--- src/rtl/rr_arbiter_hold.sv ---
// -----------------------------------------------------------------------------
// rr_arbiter_hold
//   N-way round-robin arbiter with a registered one-hot grant and a per-grant
//   burst limit. A granted requester keeps the grant while its request stays
//   high, for up to MAX_HOLD consecutive cycles. After that the grant rotates.
//   The search for the next winner starts just past the previous winner.
//
//   Optional feature (macro ARB_LOCK_EN): adds a lock input. When lock is high,
//   the current grant is held past its tenure limit for as long as the granted
//   request stays high.
//
// Ports
//   clk        in   clock, rising edge
//   rst        in   asynchronous, active-high reset
//   lock       in   (ARB_LOCK_EN only) hold the current grant
//   req        in   [N-1:0]     level-sensitive request vector
//   gnt        out  [N-1:0]     registered one-hot grant, zero when idle
//   gnt_idx    out  [IDX_W-1:0] binary index of the grant, zero when idle
//   gnt_valid  out              OR of gnt
// -----------------------------------------------------------------------------
module rr_arbiter_hold #(
  parameter  int N        = 8,
  parameter  int MAX_HOLD = 4,
  localparam int IDX_W    = $clog2(N)
) (
  input  logic             clk,
  input  logic             rst,
`ifdef ARB_LOCK_EN
  input  logic             lock,
`endif
  input  logic [N-1:0]     req,
  output logic [N-1:0]     gnt,
  output logic [IDX_W-1:0] gnt_idx,
  output logic             gnt_valid
);

  localparam logic [7:0]     HOLD_LAST = 8'(MAX_HOLD - 1);
  localparam logic [IDX_W:0] N_W       = (IDX_W + 1)'(N);

  logic [N-1:0]     gnt_q,     gnt_d;
  logic [IDX_W-1:0] gnt_idx_q, gnt_idx_d;
  logic             gnt_vld_q, gnt_vld_d;
  logic [IDX_W-1:0] ptr_q,     ptr_d;
  logic [7:0]       hold_q,    hold_d;

  logic             lock_w;
`ifdef ARB_LOCK_EN
  assign lock_w = lock;
`else
  assign lock_w = 1'b0;
`endif

  // Rotate the requests so that bit 0 is the requester at ptr. The first set
  // bit of the rotated vector is then the offset of the winner from ptr.
  logic [N-1:0]     rot;
  logic [IDX_W-1:0] off;
  logic [IDX_W:0]   sum;
  logic [IDX_W:0]   nxt;
  logic [IDX_W-1:0] win;
  logic             any_req;

  always_comb begin
    rot = N'({req, req} >> ptr_q);
    off = '0;
    for (int i = N - 1; i >= 0; i--) begin
      if (rot[i]) off = IDX_W'(i);
    end
    any_req = |req;
    // The sum is at most 2N-2, so one conditional subtract reduces it mod N.
    sum = {1'b0, ptr_q} + {1'b0, off};
    if (sum >= N_W) sum = sum - N_W;
    win = sum[IDX_W-1:0];
    nxt = {1'b0, win} + (IDX_W + 1)'(1);
    if (nxt == N_W) nxt = '0;
  end

  logic under_lim;
  logic keep;

  always_comb begin
    under_lim = hold_q < HOLD_LAST;
    keep      = gnt_vld_q && req[gnt_idx_q] && (under_lim || lock_w);

    gnt_d     = gnt_q;
    gnt_idx_d = gnt_idx_q;
    gnt_vld_d = gnt_vld_q;
    ptr_d     = ptr_q;
    hold_d    = hold_q;

    if (keep) begin
      // Under lock the counter saturates, so the tenure expires once lock drops.
      if (under_lim) hold_d = hold_q + 8'd1;
    end else if (any_req) begin
      gnt_d      = '0;
      gnt_d[win] = 1'b1;
      gnt_idx_d  = win;
      gnt_vld_d  = 1'b1;
      hold_d     = '0;
      ptr_d      = nxt[IDX_W-1:0];
    end else begin
      // Idle: drop the grant but keep ptr and hold_cnt.
      gnt_d     = '0;
      gnt_idx_d = '0;
      gnt_vld_d = 1'b0;
    end
  end

  always_ff @(posedge clk or posedge rst) begin
    if (rst) begin
      gnt_q     <= '0;
      gnt_idx_q <= '0;
      gnt_vld_q <= 1'b0;
      ptr_q     <= '0;
      hold_q    <= '0;
    end else begin
      gnt_q     <= gnt_d;
      gnt_idx_q <= gnt_idx_d;
      gnt_vld_q <= gnt_vld_d;
      ptr_q     <= ptr_d;
      hold_q    <= hold_d;
    end
  end

  assign gnt       = gnt_q;
  assign gnt_idx   = gnt_idx_q;
  assign gnt_valid = gnt_vld_q;

endmodule

--- config.mk ---
export PLATFORM = sky130hd
export DESIGN_NAME = rr_arbiter_hold
export DESIGN_NICKNAME = d
export VERILOG_FILES = /design/src/rtl/rr_arbiter_hold.sv
export SDC_FILE = /design/constraint.sdc
export NUM_CORES = 1
export LEC_CHECK = 0
export BUFFER_PORTS_ARGS = -buffer_cell sky130_fd_sc_hd__buf_2
export CORE_MARGIN = 3
export CORE_UTILIZATION = 57
export CTS_CLUSTER_DIAMETER = 40
export DETAILED_ROUTE_END_ITERATION = 10
export PLACE_DENSITY = 0.76
export SLEW_MARGIN = 10
export SYNTH_ARGS = -nofsm -noshare
export SYNTH_HDL_FRONTEND = slang
export SYNTH_SLANG_ARGS = --single-unit
--- constraint.sdc ---
create_clock -name clk -period 4.25 [get_ports clk]
set_input_delay 0 -clock clk [delete_from_list [all_inputs] [get_ports clk]]
set_output_delay 0 -clock clk [all_outputs]
set_load 0.1 [all_outputs]
; ---- Yosys cells after proc, flatten, opt, wreduce, memory -nomap -nowiden
; Cells that the tools add are included.
[word_totals]
output_inout_bits = 12
latchBits = 0
input_bits = 10
ram_bits = 0
wordCells = 45
register_bits = 23
n_memories = 0
rom_bits = 0
[classes]
n_div = 0
n_reduce_logical = 7
n_shift = 1
n_mul = 0
addsub = 4
eq_ne = 2
mux = 20
bitwise = 1
magnitude_cmp = 5
[op_table]
columns = op, count
row1 = two-way mux 3 bit, 11
row2 = two-way mux 8 bit, 4
row3 = right shift 16 x 3 -> 8 bit, 1
row4 = adder 8 x 1 -> 8 bit (second input constant), 1
row5 = < comparator 3 x 4 -> 1 bit (second input constant), 2
row6 = < comparator 8 x 2 -> 1 bit (second input constant), 1
row7 = OR reduction 8 bit, 1
row8 = adder 3 x 1 -> 4 bit (second input constant), 1
row9 = adder 3 x 3 -> 4 bit, 1
row10 = == test 4 bit (second input constant), 1
row11 = greater-or-equal comparator 4 bit (second input constant), 1
row12 = AND reduction 2 bit, 2
row13 = binary-select mux 1 bit (select 3 bit), 1
row14 = demux 1 bit (select 3 bit), 1
row15 = greater-or-equal comparator 3 x 1 -> 1 bit (second input constant), 1
row16 = logical AND 1 bit, 3
row17 = two-way mux 1 bit, 3
row18 = subtractor 3 x 1 -> 3 bit (second input constant), 1
row19 = inequality test 2 x 1 -> 1 bit (second input constant), 1
row20 = nonzero test 2 bit, 1
row21 = inverter 1 bit, 1

; ---- Logic depth before layout (Yosys ltp)
[logic_depth]
depth_word = 17
depth_mapped = 18
mapped_depth_nobuf = 16

; ---- Worst setup path before layout
; No wires, ideal clock.
[synth_timing]
path_kind = reg2reg
start = reg ptr_q[1]
end = reg ptr_q[2]
synth_period_minus_slack_ns = 3.519
t_arrival_ns = 3.395
path_buffers = 2
setup_time_ns = 0.124
path_slack_ns = 0.731
path_stages_with_launch = 19
required_ns = 4.126
path_cell_list = dfrtp_1 -> buf_4 -> clkbuf_1 -> mux2_2 -> mux2i_1 -> o211ai_1 -> o211ai_1 -> nand4_1 -> o211ai_1 -> a32o_1 -> ha_1 -> inv_1 -> fa_1 -> inv_1 -> ha_1 -> xnor2_1 -> xnor2_1 -> nor2_1 -> xnor2_1
[synth_between]
elab_chain_len = 15
word_cells_on_any_way = 16
classes_between = 3 x add/sub / 1 x order compare / 1 x eq/ne / 1 x shift / 10 x mux
[synth_lines]
columns = item, line_no
row1 = from (decl), 43  ; logic [IDX_W-1:0] ptr_q, ptr_d;
row2 = from (signal assigned), 119  ; ptr_q <= ptr_d;
row3 = right shift 16 x 3 -> 8 bit, 63  ; rot = N'({req, req} >> ptr_q);
row4 = two-way mux 3 bit (8 in a row), 66  ; if (rot[i]) off = IDX_W'(i);
row5 = adder 3 x 3 -> 4 bit *, 70  ; sum = {1'b0, ptr_q} + {1'b0, off};
row6 = greater-or-equal comparator 4 bit / subtractor 3 x 1 -> 3 bit (equally long branches), 71  ; if (sum >= N_W) sum = sum - N_W;
row7 = two-way mux 3 bit *, 71
row8 = adder 3 x 1 -> 4 bit *, 73  ; nxt = {1'b0, win} + (IDX_W + 1)'(1);
row9 = == test 4 bit, 74  ; if (nxt == N_W) nxt = '0;
row10 = two-way mux 3 bit *, 74
; Mark *: on every way between the ends. The rest lies on a longest branch, timed or not.
; A chain may end at the register's enable or synchronous reset.

; ---- Worst setup path in the final report
; Ends and elaborated chain as after synthesis.

==> run_results.csv <==
group,metric,value,unit
status,outcome,"finished, final reports clean",
setup_path,r2r_cells,16,
global_routing,grt.overflow.total,0,
global_routing,grt_start_max_net_pins,24,
global_routing,grt_pass1_wl,6.292,mm
yosys,ys_top_cells_by_area,"dfrtp_1 (34%), mux4_2 (17%), nand2_1 (4.7%)",
timing,period_needed,3.806,ns
place,place_hpwl,2.796,mm
floorplanning,die_h,60.34,um
drt,vias,1409,
global_routing,track_usage,0.2286,
yosys,yosysSeqAreaShare,0.3420,
yosys,synth_cell_types,39,
yosys,yosys.area.top_type,"dfrtp_1",
place,io_buffers,21,
floorplanning,io-pin-count,22,
hold_path,hold-path-cell-count,4,
timing,timing.hold.ws,0.3393,ns
timing,skew,0.02051,ns
drt,detail-route-antenna-nets,0,
yosys,ys.flop_type,"dfrtp_1",
flow_run,drv_cap,0,
floorplanning,core_area,2781,um2
global_routing,grt_pass1_vias,1403,
clock_network,clk_latency,0.31,ns
setup_path,crit_fanout,18,
cells_and_area,final_common_cell,"dfrtp_1",
clock_network,cts_buffers,3,
clock_network,ctsResizeCount,0,
hold_path,worstHoldPathType,"in2reg",
cells_and_area,drive_gt1_frac,0.2857,
setup_path,startpoint,"ptr_q[1]",
drt,wl_per_cell,17.44,um
cells_and_area,antenna_cells,0,
setup_path,reg2reg_from,"ptr_q[1]",
clock_network,clockBufferDepth,2,
setup_path,cp.required,4.46,ns
cells_and_area,synthToLayoutAreaGrowth,8.848,%
floorplanning,dieArea,3640,um2
floorplanning,initial_core_util,0.6050,
yosys,synth_fp_nets,177,
clock_network,htreeDepth,1,
timing,slew_headroom,0.4392,
setup_path,worstSetupPathType,"reg2reg",
global_routing,grt_antenna_before_repair,0,
yosys,synth_edf_count,0,
drt,drt-initial-drc-count,65,
yosys,synth_warnings,0,
drt,first_pass_iters,4,
place,dp.cells,208,
clock_network,clk_pin_slew,0.13,ns
cells_and_area,layout_common_cells,"dfrtp_1 (23), nand2_1 (21), buf_2 (21), nor2_1 (15), mux4_2 (13)",
timing,worstMarginPinSlew,0.8402,ns
floorplanning,rows,19,
floorplanning,fp.dieW,60.34,um
clock_network,cts_sinks,23,
timing,clock.fmax,0.2627,GHz
timing,finalSetupViolations,0,
clock_network,cts-root-buf,"clkbuf_4",
setup_path,cp-end-kind,"flip-flop",
setup_path,start_kind,"flip-flop",
yosys,synthCells,163,
drt,drcViolationCount,0,
timing,final-hold-violation-count,0,
timing,final_max_slew_viol_count,0,
timing,rsz0062_at_grt,"false",
timing,min_period_over_period,0.8956,
yosys,syn-cell-area,1683,um2
drt,wl,3.714,mm
yosys,ys_ff_latch,23,
yosys,synth_top_area_share,0.3420,
cells_and_area,nets,197,
yosys,syn_area_per_cell,10.32,um2
hold_path,hp-start,"req[5]",
cells_and_area,fillCellCount,235,
timing,setup_tns,0,ns
drt,via_per_inst,6.615,
yosys,synth-async-reset-ratio,1.000,
cells_and_area,final_util,0.6586,
setup_path,crit_arrival,4.02,ns
cells_and_area,fin_cells,213,
place,gp_congestion,0.8793,
clock_network,cts_tree,"yes",
==> worst max-delay path: stages, from the launching register on <==
cell and delay [ns]:
dfrtp_1 0.78, mux2_2 0.42, mux2i_1 0.18, o211ai_1 0.15
o211ai_1 0.15, nand4_1 0.13, o211ai_1 0.11, a32o_1 0.15
ha_1 0.13, inv_1 0.05, fa_1 0.60, inv_1 0.14
ha_1 0.23, xnor2_1 0.16, xnor2_1 0.13, nor2_1 0.06
xnor2_1 0.14
==> path summary, 6_finish.rpt <==
check,to,slack [ns]
max,ptr_q[2],0.44
min,gnt_idx[2],0.34
max reg2reg,ptr_q[2],0.44
min reg2reg,gnt[5],0.49
max in group asynchronous,gnt[7],3.33
min in group asynchronous,gnt_idx[0],0.39
==> layer usage <==
metal	global-route usage	part of all wire
met1	0.2916	0.40
met2	0.3873	0.51
met3	0.05319	0.074
met4	0.06962	0.012
met5	0	0
==> timing repair <==
action / 4_1_cts / 5_1_grt
setup buffers: 0 / 0
hold buffers: 1 / 0
hold endpoints to repair: 23 / 0
setup endpoints to repair: 0 / 0
==> sequential cells by signal, indices dropped and copies added, names as in the netlist <==
signal	flops
gnt	8
hold_q	8
gnt_idx	3
ptr_q	3
gnt_valid	1
==> per-stage QoR <==
step / worst slack [ns] / area [um2]
final: 0.4439 / 1832
after detailed placement: 0.3980 / 1794
after global routing: 0.06596 / 1832
after global placement: 0.5572 / 1794
after floorplan: 0.7307 / 1683
after CTS: 0.4071 / 1832
==> area by class of cell <==
| class | count | area [um2] | area share |
|---|---|---|---|
| clock buffers | 3 | 22.52 | 0.01230 |
| clock inverters | 1 | 5.005 | 0.002732 |
| inverters | 9 | 33.78 | 0.01844 |
| multi-input cells | 124 | 1041 | 0.5683 |
| flip-flops and latches | 23 | 575.6 | 0.3142 |
| well taps | 31 | 38.79 | 0.02117 |
| repair buffers | 22 | 115.1 | 0.06284 |
==> synth_stat cells, types with 3 or more instances <==
| cell | count |
|---|---|
| dfrtp_1 | 23 |
| nand2_1 | 21 |
| nor2_1 | 15 |
| mux4_2 | 13 |
| and2_1 | 7 |
| a32o_1 | 6 |
| inv_1 | 6 |
| mux2_2 | 6 |
| xnor2_1 | 5 |
| clkbuf_1 | 4 |
| nand2b_1 | 4 |
| nor2b_1 | 4 |
| o211ai_1 | 4 |
| o21ai_0 | 4 |
| ha_1 | 3 |
| inv_2 | 3 |
| mux2i_1 | 3 |
| o31ai_1 | 3 |
| or2_2 | 3 |
==> logic make-up (layout without fill, tap and decap cells) <==
| kind of cell | count (synthesis) | in the layout | share of synthesized area |
|---|---|---|---|
| flip-flops | 23 | 23 | 0.3420 |
| XOR/XNOR | 5 | 5 | 0.02602 |
| adder cells (fa/ha/maj) | 4 | 4 | 0.03420 |
| multiplexers | 22 | 22 | 0.2320 |
| AO/OA/AOI/OAI | 30 | 30 | 0.1413 |
| AND/OR/NAND/NOR | 63 | 63 | 0.1851 |
| buffers and inverters | 16 | 35 | 0.03940 |
Power is not shown: default switching activity piles up to over one toggle a cycle in this logic, so the estimate is an artifact.
